<file path="src/rtl/key_schedule_if.sv">
// Start/read bus between the AES-128 key-schedule controller and its consumer.
// The master starts expansions and reads round keys; the slave is the controller.
interface key_schedule_if;
  logic         start;
  logic [127:0] key_in;
  logic         busy;
  logic         key_ready;
  logic         rd_en;
  logic [3:0]   rd_addr;
  logic [127:0] rd_data;

  modport master (
    output start, key_in, rd_en, rd_addr,
    input  busy, key_ready, rd_data
  );

  modport slave (
    input  start, key_in, rd_en, rd_addr,
    output busy, key_ready, rd_data
  );
endinterface

</file>
<file path="src/rtl/key_schedule_ctrl.sv">
// Iterative AES-128 key expansion: one round key per clock into an 11-slot bank,
// with a registered read port for encrypt or decrypt ordering.
//
//   state    | meaning
//   ---------+----------------------------------------------------------
//   S_IDLE   | no valid schedule; waiting for start
//   S_EXPAND | generating round key rnd_q into slot rnd_q; start ignored
//   S_READY  | slots 0..10 hold the schedule of the last accepted key
module key_schedule_ctrl #(
  parameter int NR = 10,
  parameter int KW = 128
) (
  input  logic           clk,
  input  logic           rst_n,
  key_schedule_if.slave  bus
);

  localparam logic [1:0] S_IDLE   = 2'd0;
  localparam logic [1:0] S_EXPAND = 2'd1;
  localparam logic [1:0] S_READY  = 2'd2;
  localparam logic [3:0] LAST_RND = 4'(NR);

  // Forward S-box, entry 0 in the most significant byte.
  localparam logic [2047:0] SBOX = {
    128'h637c777bf26b6fc53001672bfed7ab76,
    128'hca82c97dfa5947f0add4a2af9ca472c0,
    128'hb7fd9326363ff7cc34a5e5f171d83115,
    128'h04c723c31896059a071280e2eb27b275,
    128'h09832c1a1b6e5aa0523bd6b329e32f84,
    128'h53d100ed20fcb15b6acbbe394a4c58cf,
    128'hd0efaafb434d338545f9027f503c9fa8,
    128'h51a3408f929d38f5bcb6da2110fff3d2,
    128'hcd0c13ec5f974417c4a77e3d645d1973,
    128'h60814fdc222a908846eeb814de5e0bdb,
    128'he0323a0a4906245cc2d3ac629195e479,
    128'he7c8376d8dd54ea96c56f4ea657aae08,
    128'hba78252e1ca6b4c6e8dd741f4bbd8b8a,
    128'h703eb5664803f60e613557b986c11d9e,
    128'he1f8981169d98e949b1e87e9ce5528df,
    128'h8ca1890dbfe6426841992d0fb054bb16
  };

  function automatic logic [7:0] sub_byte(input logic [7:0] b);
    sub_byte = SBOX[2047 - 8 * int'(b) -: 8];
  endfunction

  function automatic logic [7:0] rcon(input logic [3:0] r);
    case (r)
      4'd1:    rcon = 8'h01;
      4'd2:    rcon = 8'h02;
      4'd3:    rcon = 8'h04;
      4'd4:    rcon = 8'h08;
      4'd5:    rcon = 8'h10;
      4'd6:    rcon = 8'h20;
      4'd7:    rcon = 8'h40;
      4'd8:    rcon = 8'h80;
      4'd9:    rcon = 8'h1b;
      4'd10:   rcon = 8'h36;
      default: rcon = 8'h00;
    endcase
  endfunction

  logic [1:0]    state_q, state_d;
  logic [3:0]    rnd_q, rnd_d;
  logic [KW-1:0] work_q, work_d;
  logic [KW-1:0] bank_q [0:10];
  logic [KW-1:0] rd_data_q;

  logic          wr_en;
  logic [3:0]    wr_addr;
  logic [KW-1:0] wr_data;

  logic [31:0]   rot_w3;
  logic [31:0]   t_word;
  logic [31:0]   nw0, nw1, nw2, nw3;
  logic [KW-1:0] next_key;

  always_comb begin
    rot_w3   = {work_q[23:0], work_q[31:24]};
    t_word   = {sub_byte(rot_w3[31:24]), sub_byte(rot_w3[23:16]),
                sub_byte(rot_w3[15:8]),  sub_byte(rot_w3[7:0])}
               ^ {rcon(rnd_q), 24'h0};
    nw0      = work_q[127:96] ^ t_word;
    nw1      = work_q[95:64]  ^ nw0;
    nw2      = work_q[63:32]  ^ nw1;
    nw3      = work_q[31:0]   ^ nw2;
    next_key = {nw0, nw1, nw2, nw3};
  end

  always_comb begin
    state_d = state_q;
    rnd_d   = rnd_q;
    work_d  = work_q;
    wr_en   = 1'b0;
    wr_addr = 4'd0;
    wr_data = next_key;
    case (state_q)
      S_IDLE, S_READY: begin
        if (bus.start) begin
          state_d = S_EXPAND;
          rnd_d   = 4'd1;
          work_d  = bus.key_in;
          wr_en   = 1'b1;
          wr_addr = 4'd0;
          wr_data = bus.key_in;
        end
      end
      S_EXPAND: begin
        wr_en   = 1'b1;
        wr_addr = rnd_q;
        work_d  = next_key;
        if (rnd_q == LAST_RND) begin
          state_d = S_READY;
          rnd_d   = 4'd0;
        end else begin
          rnd_d   = rnd_q + 4'd1;
        end
      end
      default: state_d = S_IDLE;
    endcase
  end

  always_ff @(posedge clk or negedge rst_n) begin
    if (!rst_n) begin
      state_q <= S_IDLE;
      rnd_q   <= 4'd0;
      work_q  <= '0;
    end else begin
      state_q <= state_d;
      rnd_q   <= rnd_d;
      work_q  <= work_d;
    end
  end

  // Nonblocking update gives read-before-write when a slot is read as it is written.
  always_ff @(posedge clk or negedge rst_n) begin
    if (!rst_n) begin
      for (int i = 0; i < 11; i++) bank_q[i] <= '0;
      rd_data_q <= '0;
    end else begin
      if (wr_en) bank_q[wr_addr] <= wr_data;
      if (bus.rd_en) rd_data_q <= (bus.rd_addr <= 4'd10) ? bank_q[bus.rd_addr] : '0;
    end
  end

  assign bus.busy      = (state_q == S_EXPAND);
  assign bus.key_ready = (state_q == S_READY);
  assign bus.rd_data   = rd_data_q;

endmodule

</file>
<file path="src/flat_wrapper.sv">
// flat-port wrapper written by rule: the top's interface ports become plain ports
module key_schedule_ctrl_flat 
#(
  parameter int NR = 10,
  parameter int KW = 128
)
  (clk, rst_n, bus_start, bus_key_in, bus_rd_en, bus_rd_addr, bus_busy, bus_key_ready, bus_rd_data);
  key_schedule_if bus_i ();
  input  logic clk;
  input  logic rst_n;
  input wire logic [$bits(bus_i.start)-1:0] bus_start;
  input wire logic [$bits(bus_i.key_in)-1:0] bus_key_in;
  input wire logic [$bits(bus_i.rd_en)-1:0] bus_rd_en;
  input wire logic [$bits(bus_i.rd_addr)-1:0] bus_rd_addr;
  output wire logic [$bits(bus_i.busy)-1:0] bus_busy;
  output wire logic [$bits(bus_i.key_ready)-1:0] bus_key_ready;
  output wire logic [$bits(bus_i.rd_data)-1:0] bus_rd_data;
  assign bus_i.start = bus_start;
  assign bus_i.key_in = bus_key_in;
  assign bus_i.rd_en = bus_rd_en;
  assign bus_i.rd_addr = bus_rd_addr;
  assign bus_busy = bus_i.busy;
  assign bus_key_ready = bus_i.key_ready;
  assign bus_rd_data = bus_i.rd_data;
  key_schedule_ctrl #(.NR(NR), .KW(KW)) u_core (.clk(clk), .rst_n(rst_n), .bus(bus_i));
endmodule
</file>
<file path="config.mk">
export PLATFORM = sky130hd
export DESIGN_NAME = key_schedule_ctrl_flat
export DESIGN_NICKNAME = d
export VERILOG_FILES = /design/src/rtl/key_schedule_if.sv /design/src/rtl/key_schedule_ctrl.sv /design/src/flat_wrapper.sv
export SDC_FILE = /design/constraint.sdc
export NUM_CORES = 2
export LEC_CHECK = 0
export CAP_MARGIN = 10
export CORE_MARGIN = 3
export CORE_UTILIZATION = 30
export CTS_BUF_LIST = sky130_fd_sc_hd__clkbuf_16
export DETAILED_ROUTE_END_ITERATION = 12
export SETUP_SLACK_MARGIN = 0.05
export SYNTH_ARGS = -nofsm -noshare
export SYNTH_HDL_FRONTEND = slang
export SYNTH_SLANG_ARGS = --single-unit
</file>
<file path="constraint.sdc">
create_clock -name clk -period 3.85 [get_ports clk]
set_input_delay 1.155 -clock clk [delete_from_list [all_inputs] [get_ports clk]]
set_output_delay 1.155 -clock clk [all_outputs]
set_load 0.1 [all_outputs]
</file>
# Word-level counts from Yosys, hierarchy flattened

Memories as Yosys holds them, arrays and structs flattened.
Index checks and enable logic that the tools add are counted.

Register bits: 1670
Bits in latches: 0
Bits in writable memories: 0
ROM bits: 128
Bits of input ports: 136
Output and inout port bits: 130
Word-level logic and storage cells: 67
Memories: 1

Memories:

| name            | depth | bits a word | read ports | clocked after memory_dff | wr ports | line                    | RTL |
|---|---|---|---|---|---|---|---|
| (no name shown) | 16    | 8           | 1          | 0                        | 0        | key_schedule_ctrl.sv:48 | `case (r)` |

$add $sub $neg: 5
$mul: 0
Div/mod/pow operators: 0
$lt $le $gt $ge: 4
Eq/ne operators: 5
Shifts and indexed selects: 4
Muxes and demuxes: 20
Bitwise operators: 7
Reductions and logical operators: 6

Operators by type and width:

| kind                                                          | number |
|---|---|
| variable part select 2055 x 32 -> 8 bit, first input constant | 4 |
| bitwise mux 1408 bit                                          | 1 |
| two-way mux 128 bit                                           | 7 |
| binary-select mux 128 bit (select 4 bit)                      | 1 |
| demux 128 bit (select 4 bit)                                  | 1 |
| case mux 128 bit (2 select lines)                             | 1 |
| XOR 32 bit                                                    | 5 |
| subtractor 11 x 11 -> 12 bit, first input constant            | 4 |
| two-way mux 4 bit                                             | 3 |
| greater-or-equal comparator 5 bit, second input constant      | 2 |
| inverter 4 -> 5 bit                                           | 2 |
| case mux 4 bit (2 select lines)                               | 1 |
| < comparator 5 x 1 -> 1 bit, second input constant            | 1 |
| adder 4 x 1 -> 4 bit, second input constant                   | 1 |
| == test 4 bit, second input constant                          | 1 |
| <= comparator 4 bit, second input constant                    | 1 |
| two-way mux 2 bit                                             | 2 |
| case mux 2 bit (2 select lines)                               | 1 |
| AND reduction 2 bit                                           | 2 |
| == test 2 x 1 -> 1 bit, second input constant                 | 1 |
| == test 2 bit, second input constant                          | 1 |
| zero test 2 bit                                               | 1 |
| inequality test 2 x 1 -> 1 bit, second input constant         | 1 |
| inequality test 2 bit, second input constant                  | 1 |
| other kinds (5)                                               | 5 |

# Depth between registers and ports, before layout

Word-level depth: 10
Depth in mapped cells: 17

# Worst setup path after synthesis

No wires, ideal clock.

Path kind: flip-flop to flip-flop
Start: register u_core.work_q[1]
End: register u_core.work_q[44]
Setup time: 0.126 ns
Data arrival time: 3.995 ns
Data required time: 3.724 ns
Setup slack: -0.271 ns
Stages on the path, launching flop included: 16
Period minus slack after synthesis: 4.121 ns
Cell sequence: dfrtp_1 > buf_2 > clkbuf_1 > buf_2 > inv_1 > ha_1 > nand2b_1 > buf_1 > nand2_1 > mux4_2 > mux4_2 > o22a_2 > xnor2_2 > xnor2_1 > o21ai_0 > a221o_1

Cells in the longest elaborated chain, start to end: 7

RTL lines:

| item                                    | line                     | RTL |
|---|---|---|
| start, declared                         | key_schedule_ctrl.sv:65  | `logic [KW-1:0] work_q, work_d;` |
| start signal, assigned                  | key_schedule_ctrl.sv:131 | `work_q <= work_d;` |
| subtractor 11 x 11 -> 12 bit            | key_schedule_ctrl.sv:44  | `sub_byte = SBOX[2047 - 8 * int'(b) -: 8];` |
| variable part select 2055 x 32 -> 8 bit | key_schedule_ctrl.sv:44  |  |
| XOR 32 bit                              | key_schedule_ctrl.sv:82  | `^ {rcon(rnd_q), 24'h0};` |
| XOR 32 bit                              | key_schedule_ctrl.sv:83  | `nw0 = work_q[127:96] ^ t_word;` |
| XOR 32 bit                              | key_schedule_ctrl.sv:84  | `nw1 = work_q[95:64] ^ nw0;` |
| XOR 32 bit                              | key_schedule_ctrl.sv:85  | `nw2 = work_q[63:32] ^ nw1;` |
| case mux 128 bit (2 select lines)       | key_schedule_ctrl.sv:97  | `case (state_q)` |

Every way passes these cells.
A chain may end at the register's enable or synchronous reset.

# Worst setup path after layout

Start: register u_core.work_q[16]
End: register u_core.bank_q[1304] (netlist name)

Cells in the longest elaborated chain, start to end: 10

RTL lines:

| item                                        | line                     | RTL |
|---|---|---|
| subtractor 11 x 11 -> 12 bit (*)            | key_schedule_ctrl.sv:44  |  |
| variable part select 2055 x 32 -> 8 bit (*) | key_schedule_ctrl.sv:44  |  |
| XOR 32 bit (*)                              | key_schedule_ctrl.sv:82  |  |
| XOR 32 bit (*)                              | key_schedule_ctrl.sv:83  |  |
| XOR 32 bit (*)                              | key_schedule_ctrl.sv:84  |  |
| XOR 32 bit (*)                              | key_schedule_ctrl.sv:85  |  |
| XOR 32 bit (*)                              | key_schedule_ctrl.sv:86  | `nw3 = work_q[31:0] ^ nw2;` |
| two-way mux 128 bit                         | key_schedule_ctrl.sv:99  | `if (bus.start) begin` |
| two-way mux 128 bit (*)                     | key_schedule_ctrl.sv:97  |  |
| bitwise mux 1408 bit (*)                    | key_schedule_ctrl.sv:141 | `if (wr_en) bank_q[wr_addr] <= wr_data;` |
| end signal, assigned by index               | key_schedule_ctrl.sv:141 |  |
| end, declared                               | key_schedule_ctrl.sv:66  | `logic [KW-1:0] bank_q [0:10];` |

Every way passes the cells marked *; elsewhere a longest branch is shown, timed or not.

==> reports/qor.yml <==
outcome:
  status: "finished, final reports clean"
grt:
  grt_pass1_vias: 77400
  top_usage_layer: "met2"
  use_met2_pct: 37.9
  grt_start_max_net_pins: 123
  grt_overflow: 0
  grt_pass1_wl_mm: 573
  antenna_found_initial: 50
  met1_usage_pct: 34.5
  grt_use_total_pct: 25.1
  groute.layer.met3.usage_pct: 4.35
timing:
  slew_violations: 0
  finalCriticalPeriod_ns: 3.79
  slew_headroom_pct: 41.7
  max_clock_freq_mhz: 264
  setup_viol: 0
  worst_pin_slew_ns: 0.875
  rsz0062_at_grt: "true"
  fin_skew_ns: 0.103
  finalCritPeriodShare_pct: 98.5
  fin_hold_ws_ns: 0.222
  hold_viol_final: 0
worst_setup_path:
  worstPathRequired_ns: 4.53
  start_kind: "register"
  cp_max_fo: 9
  crit_type: "reg -> reg"
  critPathArrivalTime_ns: 4.47
  cp-end-kind: "register"
placement:
  dp_hpwl_mm: 287
  dp_cells: 14000
  portBuffers: 265
  gp_congestion: 1.01
yosys:
  ys_dominant_reg_cell: "dfrtp_1"
  synth_area_leaders: "dfrtp_1 46%, o21ai_0 7.5%, mux4_2 7.1%"
  avgSynthCellArea_um2: 9.31
  ys_seq_area_share_pct: 46.4
  synth_top_area_share_pct: 46.4
  yosysWarningCount: 0
  synth_seq_cells: 1670
  syn_area_um2: 90100
  synth_edf_count: 0
  synth.most_common_cell: "dfrtp_1"
  async_flop_share_pct: 100
  synth_cell_types: 111
  syn_inst: 9679
  synth_top_area_cell: "dfrtp_1"
  synthTopCellsByCount: "1670 x dfrtp_1, 1582 x nand2_1, 1353 x o21ai_0, 714 x clkbuf_1, 608 x nor2_1"
  synth_nets: 9876
routing:
  wirelength_mm: 395
  wl_per_cell_um: 27.5
  drtAntennaViolNets: 0
  viasPerCell: 5.59
  dr.first_iter.drc_count: 9362
  firstDrtPassIters: 7
  drcViolationCount: 0
  vias: 80500
layout:
  final_cell_count_no_fill: 14400
  final_nets: 10500
  area_growth_pct: 23.3
  num-fill-cells: 29900
  drive_gt1_share_pct: 19.8
  final_core_util_pct: 37.3
cts:
  worstSkewPairLatency_ns: 0.89
  cts_tree: "done"
  root_buffer: "clkbuf_16"
  cts_num_sinks: 1670
  cts.htree.levels: 4
  cts.clk_slew.worst_paths_ns: 0.06
  clockBufferDepth: 3
  cts_buffers: 184
floorplanning:
  die_h_um: 554
  ios: 266
  initial_core_util_pct: 30.3
  dieArea_um2: 307000
  die_w_um: 554
  core.rowCount: 200
  core_area_um2: 298000
job:
  drv_cap: 0
hold_path:
  hp-class: "in -> async"
logic make-up (layout without fill, tap and decap cells):
logic type               after synthesis  after routing  synth area share (%)
AO/OA/AOI/OAI                       3182           3182                  21.5
AND/OR/NAND/NOR                     2886           2886                  13.8
flip-flops                          1670           1670                  46.4
buffers and inverters               1169           1905                  5.40
multiplexers                         498            498                  9.54
XOR/XNOR                             213            213                  2.62
adder cells (fa/ha/maj)               61             61                 0.847
other                                  0             30                     0
area by class of cell:
type | count | area (µm²) | share of cell area (%)
multi-input cells | 6840 | 44200 | 39.8
flip-flops and latches | 1670 | 41800 | 37.7
repair buffers | 1367 | 13300 | 12.0
well taps | 3939 | 4930 | 4.44
clock buffers | 184 | 4600 | 4.15
clock inverters | 154 | 1310 | 1.18
inverters | 200 | 758 | 0.683
diodes | 30 | 75.1 | 0.0676
per-layer routing:
layer  share of wire (%)  vias up
li1                    -    35700
met4                 5.9        6
met1                  43    40500
met5              0.0089        -
met3                 7.3      782
met2                  44     3475
path summary, 6_finish.rpt:
check	from	end	slack, ns	depth (start not counted)
worst max-delay path	u_core.work_q[16]$_DFFE_PN0P_	u_core.bank_q[1304]$_DFFE_PN0P_	0.06	14
worst min-delay path	rst_n	u_core.bank_q[738]$_DFFE_PN0P_	0.22	1
worst max register to register	u_core.work_q[16]$_DFFE_PN0P_	u_core.bank_q[1304]$_DFFE_PN0P_	0.06	14
worst min register to register	u_core.bank_q[1024]$_DFFE_PN0P_	u_core.bank_q[1024]$_DFFE_PN0P_	0.47	2
max in group asynchronous	rst_n	u_core.bus.rd_data[44]$_DFFE_PN0P_	2.49	2
min in group clk	u_core.bank_q[1024]$_DFFE_PN0P_	u_core.bank_q[1024]$_DFFE_PN0P_	0.47	2
critical path, cell delays in order (launching register included):
cell       delay, ns
dfrtp_2         0.43
clkinv_4        0.10
ha_4            0.34
clkbuf_16       0.19
buf_4           0.12
nor3_1          0.04
a211o_1         0.27
a221oi_1        0.40
nor3_1          0.13
mux4_2          0.61
xor2_4          0.22
xor2_2          0.19
xnor2_2         0.30
buf_6           0.18
o211ai_1        0.10
per-stage QoR:
stage	worst slack [ns]	area [µm²]	setup TNS, ns
floorplan	0.0221	90100	0
global placement	-0.168	104000	-5.26
detailed placement	-0.140	104000	-4.92
CTS	0.0509	110000	0
global route	0.0153	111000	0
finish	0.0574	111000	0
registers in the layout, summed over array words and instances (netlist names):
register and count:
u_core.bank_q 1408, u_core.bus.rd_data 128, u_core.rnd_q 4, u_core.state_q 2
u_core.work_q 128
layout by cell type, fill, tap and decap left out, drive strengths merged, types with 21 or more instances in the layout:
master / Yosys / layout
o311ai: 52 / 52
diode: 0 / 30
clkbuf: 714 / 186
buf: 255 / 1236
a211oi: 182 / 182
o2111ai: 22 / 22
dfrtp: 1670 / 1670
clkinv: 7 / 99
mux2: 39 / 39
and3: 42 / 42
or3: 30 / 30
o21a: 34 / 34
nor2: 615 / 615
a31oi: 93 / 93
a22oi: 33 / 33
a21oi: 606 / 606
a221oi: 31 / 31
nand2: 1583 / 1583
or2: 42 / 42
nor3: 106 / 106
o211ai: 58 / 58
a311oi: 44 / 44
xnor2: 143 / 143
mux4: 284 / 284
nand2b: 127 / 127
o31ai: 101 / 101
ha: 61 / 61
o221ai: 30 / 30
o22ai: 146 / 146
a32oi: 21 / 21
a21o: 59 / 59
xor2: 48 / 48
and2: 57 / 57
clkdlybuf4s50: 0 / 129
nor2b: 89 / 89
inv: 193 / 236
mux2i: 175 / 175
nand3: 122 / 122
o21ai: 1432 / 1432
a221o: 54 / 54
timing repair:
item                                    in CTS  in global routing
endpoints found under the setup margin     247                691
resized for setup                           24                124
buffers inserted                             2                  8
pin swaps                                    3                 13
gates cloned                                 1                  3
hold buffers                                 0                  0
Power is not shown: default switching activity piles up to over one toggle a cycle in this logic, so the estimate is an artifact.
